File: src/rtl/npu_ctrl_pkg.sv
// Shared types for the NPU control path: layer type encoding and sequencer states.
package npu_ctrl_pkg;

  typedef enum logic [1:0] {
    VEC  = 2'b00,
    WINO = 2'b01,
    SE   = 2'b10,
    RSVD = 2'b11
  } layer_type_e;

  typedef enum logic [2:0] {
    S_IDLE   = 3'd0,
    S_ISSUE  = 3'd1,
    S_WAIT   = 3'd2,
    S_NEXT   = 3'd3,
    S_FINISH = 3'd4
  } seq_state_e;

  function automatic logic is_runnable(input logic [1:0] t);
    return (t != RSVD);
  endfunction

endpackage

File: src/rtl/layer_table.sv
// Layer type register file: one synchronous write port, one combinational read port,
// cleared to VEC by the asynchronous reset.
module layer_table
  import npu_ctrl_pkg::*;
#(
  parameter int MAX_LAYERS = 16,
  parameter int IDX_W      = $clog2(MAX_LAYERS)
) (
  input  logic             clk,
  input  logic             rst_n,
  input  logic             we,
  input  logic [IDX_W-1:0] waddr,
  input  logic [1:0]       wdata,
  input  logic [IDX_W-1:0] raddr,
  output logic [1:0]       rdata
);

  logic [1:0] mem_q [MAX_LAYERS];
  logic [1:0] mem_d [MAX_LAYERS];

  // Next-state of every entry: only the addressed one takes the write data
  always_comb begin
    for (int i = 0; i < MAX_LAYERS; i++) begin
      mem_d[i] = (we && (waddr == IDX_W'(i))) ? wdata : mem_q[i];
    end
  end

  // Entry storage
  always_ff @(posedge clk or negedge rst_n) begin
    if (!rst_n) begin
      for (int i = 0; i < MAX_LAYERS; i++) begin
        mem_q[i] <= VEC;
      end
    end else begin
      for (int i = 0; i < MAX_LAYERS; i++) begin
        mem_q[i] <= mem_d[i];
      end
    end
  end

  assign rdata = mem_q[raddr];

endmodule

File: src/rtl/layer_sequencer.sv
// Walks the layer table, issuing one ctrl_start per layer and waiting for ctrl_done.
// Optional WAIT watchdog is compiled in with `define LAYER_SEQ_TIMEOUT_EN.
module layer_sequencer
  import npu_ctrl_pkg::*;
#(
  parameter int MAX_LAYERS     = 16,
  parameter int IDX_W          = $clog2(MAX_LAYERS),
  parameter int TIMEOUT_CYCLES = 1024
) (
  input  logic             clk,
  input  logic             rst_n,
  input  logic             cfg_we,
  input  logic [IDX_W-1:0] cfg_addr,
  input  logic [1:0]       cfg_type,
  input  logic [IDX_W:0]   num_layers,
  input  logic             net_start,
  input  logic             ctrl_done,
  output logic             ctrl_start,
  output logic [1:0]       layer_type,
  output logic [IDX_W-1:0] layer_idx,
  output logic             busy,
  output logic             net_done,
  output logic             err
);

  localparam logic [IDX_W:0] MAX_CNT = (IDX_W + 1)'(MAX_LAYERS);

  if (MAX_LAYERS < 2 || TIMEOUT_CYCLES < 1) begin : g_param_check
    $error("layer_sequencer: unsupported parameter values");
  end

  seq_state_e       state_q, state_d;
  logic [IDX_W-1:0] idx_q, idx_d;
  logic [IDX_W:0]   nl_q, nl_d;
  logic [1:0]       type_q, type_d;
  logic             rsvd_q, rsvd_d;
  logic             start_q, start_d;
  logic             busy_q, busy_d;
  logic             done_q, done_d;
  logic             err_q, err_d;

`ifdef LAYER_SEQ_TIMEOUT_EN
  localparam int              TO_W    = $clog2(TIMEOUT_CYCLES + 1);
  localparam logic [TO_W-1:0] TO_LAST = TO_W'(TIMEOUT_CYCLES - 1);
  logic [TO_W-1:0] wdog_q, wdog_d;
`endif

  logic             tbl_we;
  logic [IDX_W-1:0] rd_addr;
  logic [1:0]       rd_type;
  logic [1:0]       issue_type;
  logic             count_ok;
  logic             last_layer;
  logic             enter_issue;

  assign tbl_we     = cfg_we && (state_q == S_IDLE);
  assign count_ok   = (num_layers != '0) && (num_layers <= MAX_CNT);
  assign last_layer = (({1'b0, idx_q} + (IDX_W + 1)'(1)) == nl_q);
  // Look ahead to the entry the next ISSUE will use; forward a same-cycle write from IDLE
  assign rd_addr    = (state_q == S_IDLE) ? '0 : (idx_q + IDX_W'(1));
  assign issue_type = (tbl_we && (cfg_addr == '0)) ? cfg_type : rd_type;

  layer_table #(
    .MAX_LAYERS (MAX_LAYERS),
    .IDX_W      (IDX_W)
  ) u_table (
    .clk   (clk),
    .rst_n (rst_n),
    .we    (tbl_we),
    .waddr (cfg_addr),
    .wdata (cfg_type),
    .raddr (rd_addr),
    .rdata (rd_type)
  );

  // Next-state and registered-output logic of the sequencer
  always_comb begin
    state_d     = state_q;
    idx_d       = idx_q;
    nl_d        = nl_q;
    type_d      = type_q;
    rsvd_d      = rsvd_q;
    err_d       = err_q;
    enter_issue = 1'b0;
`ifdef LAYER_SEQ_TIMEOUT_EN
    wdog_d      = wdog_q;
`endif
    case (state_q)
      S_IDLE: begin
        if (net_start && count_ok) begin
          state_d     = S_ISSUE;
          idx_d       = '0;
          nl_d        = num_layers;
          err_d       = 1'b0;
          enter_issue = 1'b1;
        end else if (net_start) begin
          err_d = 1'b1;
        end else begin
          state_d = S_IDLE;
        end
      end
      S_ISSUE: begin
        if (rsvd_q) begin
          err_d   = 1'b1;
          state_d = S_IDLE;
        end else begin
          state_d = S_WAIT;
`ifdef LAYER_SEQ_TIMEOUT_EN
          wdog_d  = '0;
`endif
        end
      end
      S_WAIT: begin
        if (ctrl_done) begin
          state_d = S_NEXT;
`ifdef LAYER_SEQ_TIMEOUT_EN
        end else if (wdog_q == TO_LAST) begin
          err_d   = 1'b1;
          state_d = S_IDLE;
        end else begin
          wdog_d  = wdog_q + TO_W'(1);
`else
        end else begin
          state_d = S_WAIT;
`endif
        end
      end
      S_NEXT: begin
        if (last_layer) begin
          state_d = S_FINISH;
        end else begin
          idx_d       = idx_q + IDX_W'(1);
          state_d     = S_ISSUE;
          enter_issue = 1'b1;
        end
      end
      S_FINISH: begin
        state_d = S_IDLE;
      end
      default: begin
        state_d = S_IDLE;
      end
    endcase

    // A reserved entry still spends one ISSUE cycle, but without a start pulse
    if (enter_issue) begin
      rsvd_d = !is_runnable(issue_type);
      if (is_runnable(issue_type)) begin
        type_d = issue_type;
      end else begin
        type_d = type_q;
      end
    end else begin
      rsvd_d = rsvd_q;
    end

    start_d = enter_issue && is_runnable(issue_type);
    busy_d  = (state_d != S_IDLE);
    done_d  = (state_d == S_FINISH);
  end

  // Sequencer state and output registers
  always_ff @(posedge clk or negedge rst_n) begin
    if (!rst_n) begin
      state_q <= S_IDLE;
      idx_q   <= '0;
      nl_q    <= '0;
      type_q  <= 2'b00;
      rsvd_q  <= 1'b0;
      start_q <= 1'b0;
      busy_q  <= 1'b0;
      done_q  <= 1'b0;
      err_q   <= 1'b0;
`ifdef LAYER_SEQ_TIMEOUT_EN
      wdog_q  <= '0;
`endif
    end else begin
      state_q <= state_d;
      idx_q   <= idx_d;
      nl_q    <= nl_d;
      type_q  <= type_d;
      rsvd_q  <= rsvd_d;
      start_q <= start_d;
      busy_q  <= busy_d;
      done_q  <= done_d;
      err_q   <= err_d;
`ifdef LAYER_SEQ_TIMEOUT_EN
      wdog_q  <= wdog_d;
`endif
    end
  end

  assign ctrl_start = start_q;
  assign layer_type = type_q;
  assign layer_idx  = idx_q;
  assign busy       = busy_q;
  assign net_done   = done_q;
  assign err        = err_q;

endmodule

File: config.mk
export PLATFORM = sky130hd
export DESIGN_NAME = layer_sequencer
export DESIGN_NICKNAME = d
export VERILOG_FILES = /design/src/rtl/npu_ctrl_pkg.sv /design/src/rtl/layer_table.sv /design/src/rtl/layer_sequencer.sv
export SDC_FILE = /design/constraint.sdc
export NUM_CORES = 1
export LEC_CHECK = 0
export CORE_MARGIN = 1.5
export CORE_UTILIZATION = 60
export DETAILED_ROUTE_END_ITERATION = 7
export PLACE_DENSITY = 0.84
export SLEW_MARGIN = 20
export SYNTH_ARGS = -nofsm -noshare
export SYNTH_HDL_FRONTEND = slang
export SYNTH_SLANG_ARGS = --single-unit
export TNS_END_PERCENT = 5
File: constraint.sdc
create_clock -name clk -period 3.4 [get_ports clk]
set_clock_uncertainty 0.2 [all_clocks]
set_input_delay 0.51 -clock clk [delete_from_list [all_inputs] [get_ports clk]]
set_output_delay 0.51 -clock clk [all_outputs]
set_load 0.02 [all_outputs]
==> results of run 1 <==
## worst paths after layout
check	start	endpoint	slack (ps)	cells after the start
max	layer_idx[1]	layer_type[0]	750	6
min	rst_n	nl_q[3]	70	1
max reg2reg	layer_idx[1]	layer_type[0]	750	6
min reg2reg	u_table.mem_q[10]	u_table.mem_q[10]	280	2
max in group asynchronous	rst_n	u_table.mem_q[29]	2200	2
min in group clk	u_table.mem_q[10]	u_table.mem_q[10]	280	2
## layout make-up
cell class,instances,share of cell area
repair buffers,29,0.0945
multi-input cells,163,0.413
well taps,50,0.0215
clock buffers,6,0.0249
inverters,6,0.00773
flip-flops and latches,51,0.438
## per-stage QoR
| step | setup slack [ps] | power [mW] | cell area, sq um | hold WS [ps] | instances |
|---|---|---|---|---|---|
| 5_1_grt | 676 | 2.57 | 2910 | 138 | 305 |
| 3_3_place_gp | 710 | 2.06 | 2840 | 258 | 299 |
| 4_1_cts | 800 | 2.43 | 2910 | 103 | 305 |
| 2_1_floorplan | 1070 | 1.79 | 2550 | 14.4 | 228 |
| 6_report | 751 | 2.42 | 2910 | 71.1 | 305 |
| 3_5_place_dp | 568 | 2.11 | 2840 | 267 | 299 |
## worst max-delay path, delay by kind of cell (launching register included)
kind	cells	cell delay, ps
multiplexers	1	550
AO/OA/AOI/OAI	3	630
adder cells (fa/ha/maj)	1	490
AND/OR/NAND/NOR	1	290
flip-flops	1	430
## synth_stat cells, types with 3 or more instances
library cell,n
nand2_1,28
nor3_1,6
nand3_1,9
mux2i_1,5
o21ai_0,23
clkbuf_1,3
nor2_1,12
inv_1,6
dfrtp_1,51
and3_1,4
mux2_2,24
xnor2_1,3
nor2b_1,4
nand2b_1,3
buf_2,4
## registers in the layout (all words and copies together), names as in the netlist
name,count
busy,1
layer_idx,4
state_q,3
ctrl_start,1
layer_type,2
net_done,1
nl_q,5
rsvd_q,1
err,1
u_table.mem_q,32
## cells in the final DEF, fill, tap and decap left out, types with 2 or more instances in the layout
cell type,netlist,final
nor3_1,6,6
inv_1,6,6
xnor2_1,3,3
mux2_2,24,24
nor2_1,12,12
and3_1,4,4
mux2i_1,5,5
nor2b_1,4,4
nand3_1,9,9
clkbuf_8,0,5
nor3_2,2,2
buf_4,0,4
a21o_1,2,2
clkdlybuf4s50_1,0,24
a221oi_1,2,2
nand2_1,28,28
xor2_1,2,2
o32a_1,2,2
or2_1,2,2
dfrtp_1,51,51
nand2b_1,3,3
o21ai_0,23,23
nor3b_1,2,2
mux4_2,2,2
mux4_1,2,2
## report_power, final
group / switching [mW] / internal (mW)
sequential: 0.181 / 0.878
combinational: 0.502 / 0.536
clock: 0.182 / 0.138
total: 0.865 / 1.55
## per-layer routing
| layer | part of all wire | wire length [um] | vias to the layer above | GRT usage |
|---|---|---|---|---|
| met5 | 0 | 0 | - | 0 |
| met4 | 0.016 | 82 | 0 | 0.0875 |
| met3 | 0.046 | 236 | 8 | 0.0526 |
| met2 | 0.50 | 2530 | 49 | 0.415 |
| met1 | 0.44 | 2260 | 886 | 0.314 |
| li1 | - | - | 879 | - |
## logic make-up (layout without fill, tap and decap cells)
group / count (synthesis) / in the layout / synth area share
AOI/OAI and AO/OA: 46 / 46 / 0.127
and+or+nand+nor: 76 / 76 / 0.144
DFF: 51 / 51 / 0.501
buffers and inverters: 14 / 41 / 0.0256
adders and majority gates: 1 / 1 / 0.00491
muxes: 33 / 33 / 0.164
xor gates and xnor gates: 7 / 7 / 0.0329
==> metrics.cfg, run 1 <==
[outcome]
status=completed

[floorplanning]
fp.dieArea_sq_um=4640
die_y_um=68.1
rows=23
core-area_sq_um=4030
die_x_um=68.1
initial_utilization=0.632
io_pins=26

[global_routing]
grt_pass1_vias=1775
grt-ovfl-total=0
grt_first_pass_wirelength_um=8340
grt_max_degree=36
gr-usage-all-layers=0.246
antenna_found_initial=0

[drt]
wl_um=5110
drtIter0Drc=134
drcViolationCount=0
via_per_inst=5.97
ant_nets=0
vias=1822
dr.pass1.iters=4
wl_per_cell_um=16.7

[synth]
synth_cell_types=49
yosys.area.top_type=dfrtp_1
ys_seq_elements=51
syn-instance-count=228
netlist_area_sq_um=2550
synth_edf_count=0
yosysTopAreaCellShare=0.501
synthArstFlopShare=1.00
synth_nets=245
ys_seq_area_frac=0.501
avgSynthCellArea_sq_um=11.2
synth_area_leaders=dfrtp_1, mux2_2, o21ai_0
ys.flop_type=dfrtp_1
ys_warn_count=0

[clock_network]
cts_root_buffer=clkbuf_8
cts_tree=done
cts_hold_buf=0
path_clk_slew_ps=90
post_cts_resized=0
cts_buffer_depth=2
cts_inserted_buffers=5
cts_num_sinks=51
cts_max_level=2
clk_latency_ps=300
post_cts_buffers=0

[power_and_ir_drop]
p_leak_nw=1.28
peakVddDrop_mv=0.402
powerDensity_nw_per_um2=829

[sta]
hold_violations=0
rsz0062_at_grt=false
fmax_mhz=378
fin_crit_sh=0.779
worst_pin_slew_ps=768
fin_tns_setup_ps=0
period_needed_ps=2650
finalMaxSlewViolations=0
setup_viol=0
slew_headroom=0.488

[setup_path]
cp-start-kind=flop
crit_path_max_incr_delay_ps=550
crit_slowest_cell=mux4_2
crit_arrival_ps=2690
crit_path_cell_trace=ha_1 -> mux4_2 -> o21ai_0 -> a221oi_1 -> nor3_2 -> o21a_1
cp_data_required_time_ps=3440
crit_type=flop to flop
end_kind=flop
path_max_fanout=8

[worst_hold_path]
hold_class=input port to async pin

[final_layout]
post_route_cells_drive_above_1_share=0.176
multi_input_area_sq_um=1200
area_delta_synth_final_pct=14.4
regArea_sq_um=1280
n_fill_cell=311
antennaDiodeCount=0
nets=273
final_util=0.723

[job]
drv_cap=0

[placement]
gp_congestion=0.808
detailed_place_hpwl_um=3780
io_buffers=25

No activity file was read; power rests on OpenSTA's default activity.
==> run 2, diff against run 1 <==
CORE_UTILIZATION = 51   (was 60)
PLACE_DENSITY = 0.76   (was 0.84)
clock period = 2.3 ns   (was 3.4 ns; I/O delays follow)
==> run 2 against run 1 <==
  * Clock power increased by 100%
  * Via count increased by 5.5%
  * Hold slack improved by 220 ps
  * Final area increased by 11%
  * Combinational power increased by 75%
  * Register-to-register slack got worse by 730 ps
  * Routed wire length increased by 3.3%
  * Utilization decreased by 4.0 points
  * Fmax increased by 16%
  * First-iteration DRC count decreased by 38%
  * Flip-flop and latch count unchanged
  * Critical path depth unchanged
  * Critical endpoint unchanged
  * Highest routed layer unchanged
==> metrics.cfg, run 2 (synthesis results as in run 1) <==
[sta]
setup_slack_ps=23.5  ; was 751 ps
fin_tns_setup_ps=0  ; unchanged
period_needed_ps=2280  ; was 2650 ps
rsz0062_at_grt=true  ; was false
hold_violations=0  ; unchanged
slew_headroom=0.682  ; was 0.488
fin_hold_ws_ps=289  ; was 71.1 ps
setup_viol=0  ; unchanged
fmax_mhz=439  ; was 378 MHz
worst_pin_slew_ps=474  ; was 768 ps
finalMaxSlewViolations=0  ; unchanged
fin_crit_sh=0.990  ; was 0.779

[final_layout]
largest_register_ffs=32  ; unchanged
final_common_cell=dfrtp_1  ; unchanged
post_route_cells_drive_above_1_share=0.286  ; was 0.176
antennaDiodeCount=0  ; unchanged
nets=299  ; was 273
n_fill_cell=373  ; was 311
final_area_sq_um=3250  ; was 2910 sq um
layoutNonFillerInstCount=350  ; was 305
area_delta_synth_final_pct=27.6  ; was 14.4%
mostFrequentLayoutCells=dfrtp_1, nand2_1, buf_4, mux2_2, clkdlybuf4s50_1  ; was dfrtp_1, nand2_1, mux2_2, clkdlybuf4s50_1, o21ai_0
top_register=u_table.mem_q  ; unchanged

[clock_network]
cts_tree=done  ; unchanged
cts_num_sinks=51  ; unchanged
clk_latency_ps=300  ; about the same
cts_root_buffer=clkbuf_8  ; unchanged
cts_inserted_buffers=5  ; unchanged
cts_buffer_depth=2  ; unchanged
path_clk_slew_ps=90  ; about the same
cts_max_level=2  ; unchanged

[floorplanning]
initial_utilization=0.536  ; was 0.632
io_pins=26  ; unchanged
die_y_um=73.7  ; was 68.1 um
core-area_sq_um=4750  ; was 4030 sq um
fp.dieArea_sq_um=5430  ; was 4640 sq um
rows=25  ; was 23
die_x_um=73.7  ; was 68.1 um

[power_and_ir_drop]
swShare=0.342  ; was 0.358
power_frac_seq=0.387  ; was 0.438
p_clk_frac=0.160  ; was 0.132
p_leak_nw=1.44  ; was 1.28 nW
pwr-share-comb=0.453  ; was 0.429
powerDensity_nw_per_um2=1240  ; was 829 nW/um^2
p_sw_mw=1.38  ; was 0.865 mW
p_int_mw=2.65  ; was 1.55 mW
peakVddDrop_mv=0.655  ; was 0.402 mV

[drt]
dr.pass1.iters=4  ; unchanged
drtIter0Drc=83  ; was 134
via_per_inst=5.49  ; was 5.97
wl_per_cell_um=15.1  ; was 16.7 um
drcViolationCount=0  ; unchanged
wl_um=5270  ; was 5110 um
vias=1923  ; was 1822
ant_nets=0  ; unchanged

[setup_path]
crit_path_max_incr_delay_ps=500  ; was 550 ps
r2r_slack_ps=20  ; was 750 ps
cp-start-kind=flop  ; unchanged
cp_data_required_time_ps=2350  ; was 3440 ps
cpLargestDelayFamily=multiplexers  ; was compound AO/OA/AOI/OAI gates
end_kind=flop  ; unchanged
crit_slowest_cell=mux4_2  ; unchanged
reg2reg_depth=6  ; unchanged
crit_arrival_ps=2330  ; was 2690 ps
crit_type=flop to flop  ; unchanged
r2r_end=layer_type[0]  ; unchanged
path_max_fanout=4  ; was 8
cp_num_buf_inv=0  ; unchanged
crit_path_cell_trace=ha_4 -> mux4_2 -> o21ai_1 -> a221oi_2 -> nor3_2 -> o21a_1  ; was ha_1 -> mux4_2 -> o21ai_0 -> a221oi_1 -> nor3_2 -> o21a_1
reg2reg_from=layer_idx[0]  ; was layer_idx[1]

[global_routing]
gr-usage-all-layers=0.218  ; was 0.246
grt_max_degree=25  ; was 36
grt_first_pass_wirelength_um=8760  ; was 8340 um
grt_pass1_vias=1895  ; was 1775
grt-ovfl-total=0  ; unchanged
antenna_found_initial=0  ; unchanged

[placement]
detailed_place_hpwl_um=3950  ; was 3780 um
dp_slack_ps=-87.5  ; was 568 ps
placedCellCount=341  ; was 299
gp_congestion=0.830  ; was 0.808
io_buffers=25  ; unchanged
placed_area_sq_um=3070  ; was 2840 sq um

[worst_hold_path]
hp-start=u_table.mem_q[0]
min_path_cells=2
hold_end=u_table.mem_q[0]
hold_class=flop to flop  ; was input port to async pin

[job]
drv_cap=0  ; unchanged

[outcome]
status=completed  ; unchanged

[run 2: layout make-up]
cell class / count / area [sq um] / share of cell area
flip-flops and latches: 51 / 1280 / 0.394
multi-input cells: 163 / 1250 / 0.384
repair buffers: 55 / 497 / 0.153
well taps: 67 / 83.8 / 0.0258
clock buffers: 6 / 82.6 / 0.0254
clock inverters: 2 / 35.0 / 0.0108
inverters: 6 / 22.5 / 0.00693
[run 2: repair_timing]
item | in CTS | in global routing
hold buffers | 1 | 0
buffers inserted | 0 | 0
endpoints found under the setup margin | 6 | 7
hold endpoints to repair | 15 | 0
resized for setup | 1 | 11
pin swaps | 1 | 4
[run 2: worst min-delay path, delay by kind of cell (launching register included)]
| family | cells | cell delay, ps |
|---|---|---|
| flops | 1 | 350 |
| compound gates | 1 | 60 |
| simple gates | 1 | 50 |
[run 2: worst max path at each step]
| stage | start | endpoint | slack [ps] | depth (start not counted) |
|---|---|---|---|---|
| global route | layer_idx[0] | rsvd_q | -90 | 8 |
| CTS | layer_idx[0] | layer_type[0] | 0.1 | 7 |
| finish | layer_idx[0] | layer_type[0] | 20 | 6 |
| global placement | num_layers[1] | layer_type[0] | -90 | 7 |
| detailed placement | layer_idx[0] | layer_type[0] | -90 | 8 |
| floorplan | layer_idx[0] | layer_type[0] | 20 | 8 |
[run 2: per-layer routing]
layer  up-vias  share of wire  track usage
li1        931              -            -
met1       942           0.45        0.277
met2        43           0.50        0.370
met3         7          0.035       0.0453
met4         0          0.014       0.0720
met5         -              0            0
[run 2: metrics by stage]
| stage | total power, mW | util |
|---|---|---|
| final | 4.03 | 0.683 |
| after global routing | 4.29 | 0.683 |
| after CTS | 3.94 | 0.674 |
| after detailed placement | 3.27 | 0.645 |
| after global placement | 3.21 | 0.645 |
| after floorplan | 2.67 | - |
[run 2: power groups by stage]
stage | Clock [mW] | Sequential [mW] | Combinational (mW)
6_report | 0.644 | 1.56 | 1.82
5_1_grt | 0.684 | 1.61 | 2.00
4_1_cts | 0.659 | 1.55 | 1.73
3_5_place_dp | 0 | 1.56 | 1.71
3_3_place_gp | 0 | 1.55 | 1.67
2_1_floorplan | 0 | 1.57 | 1.10
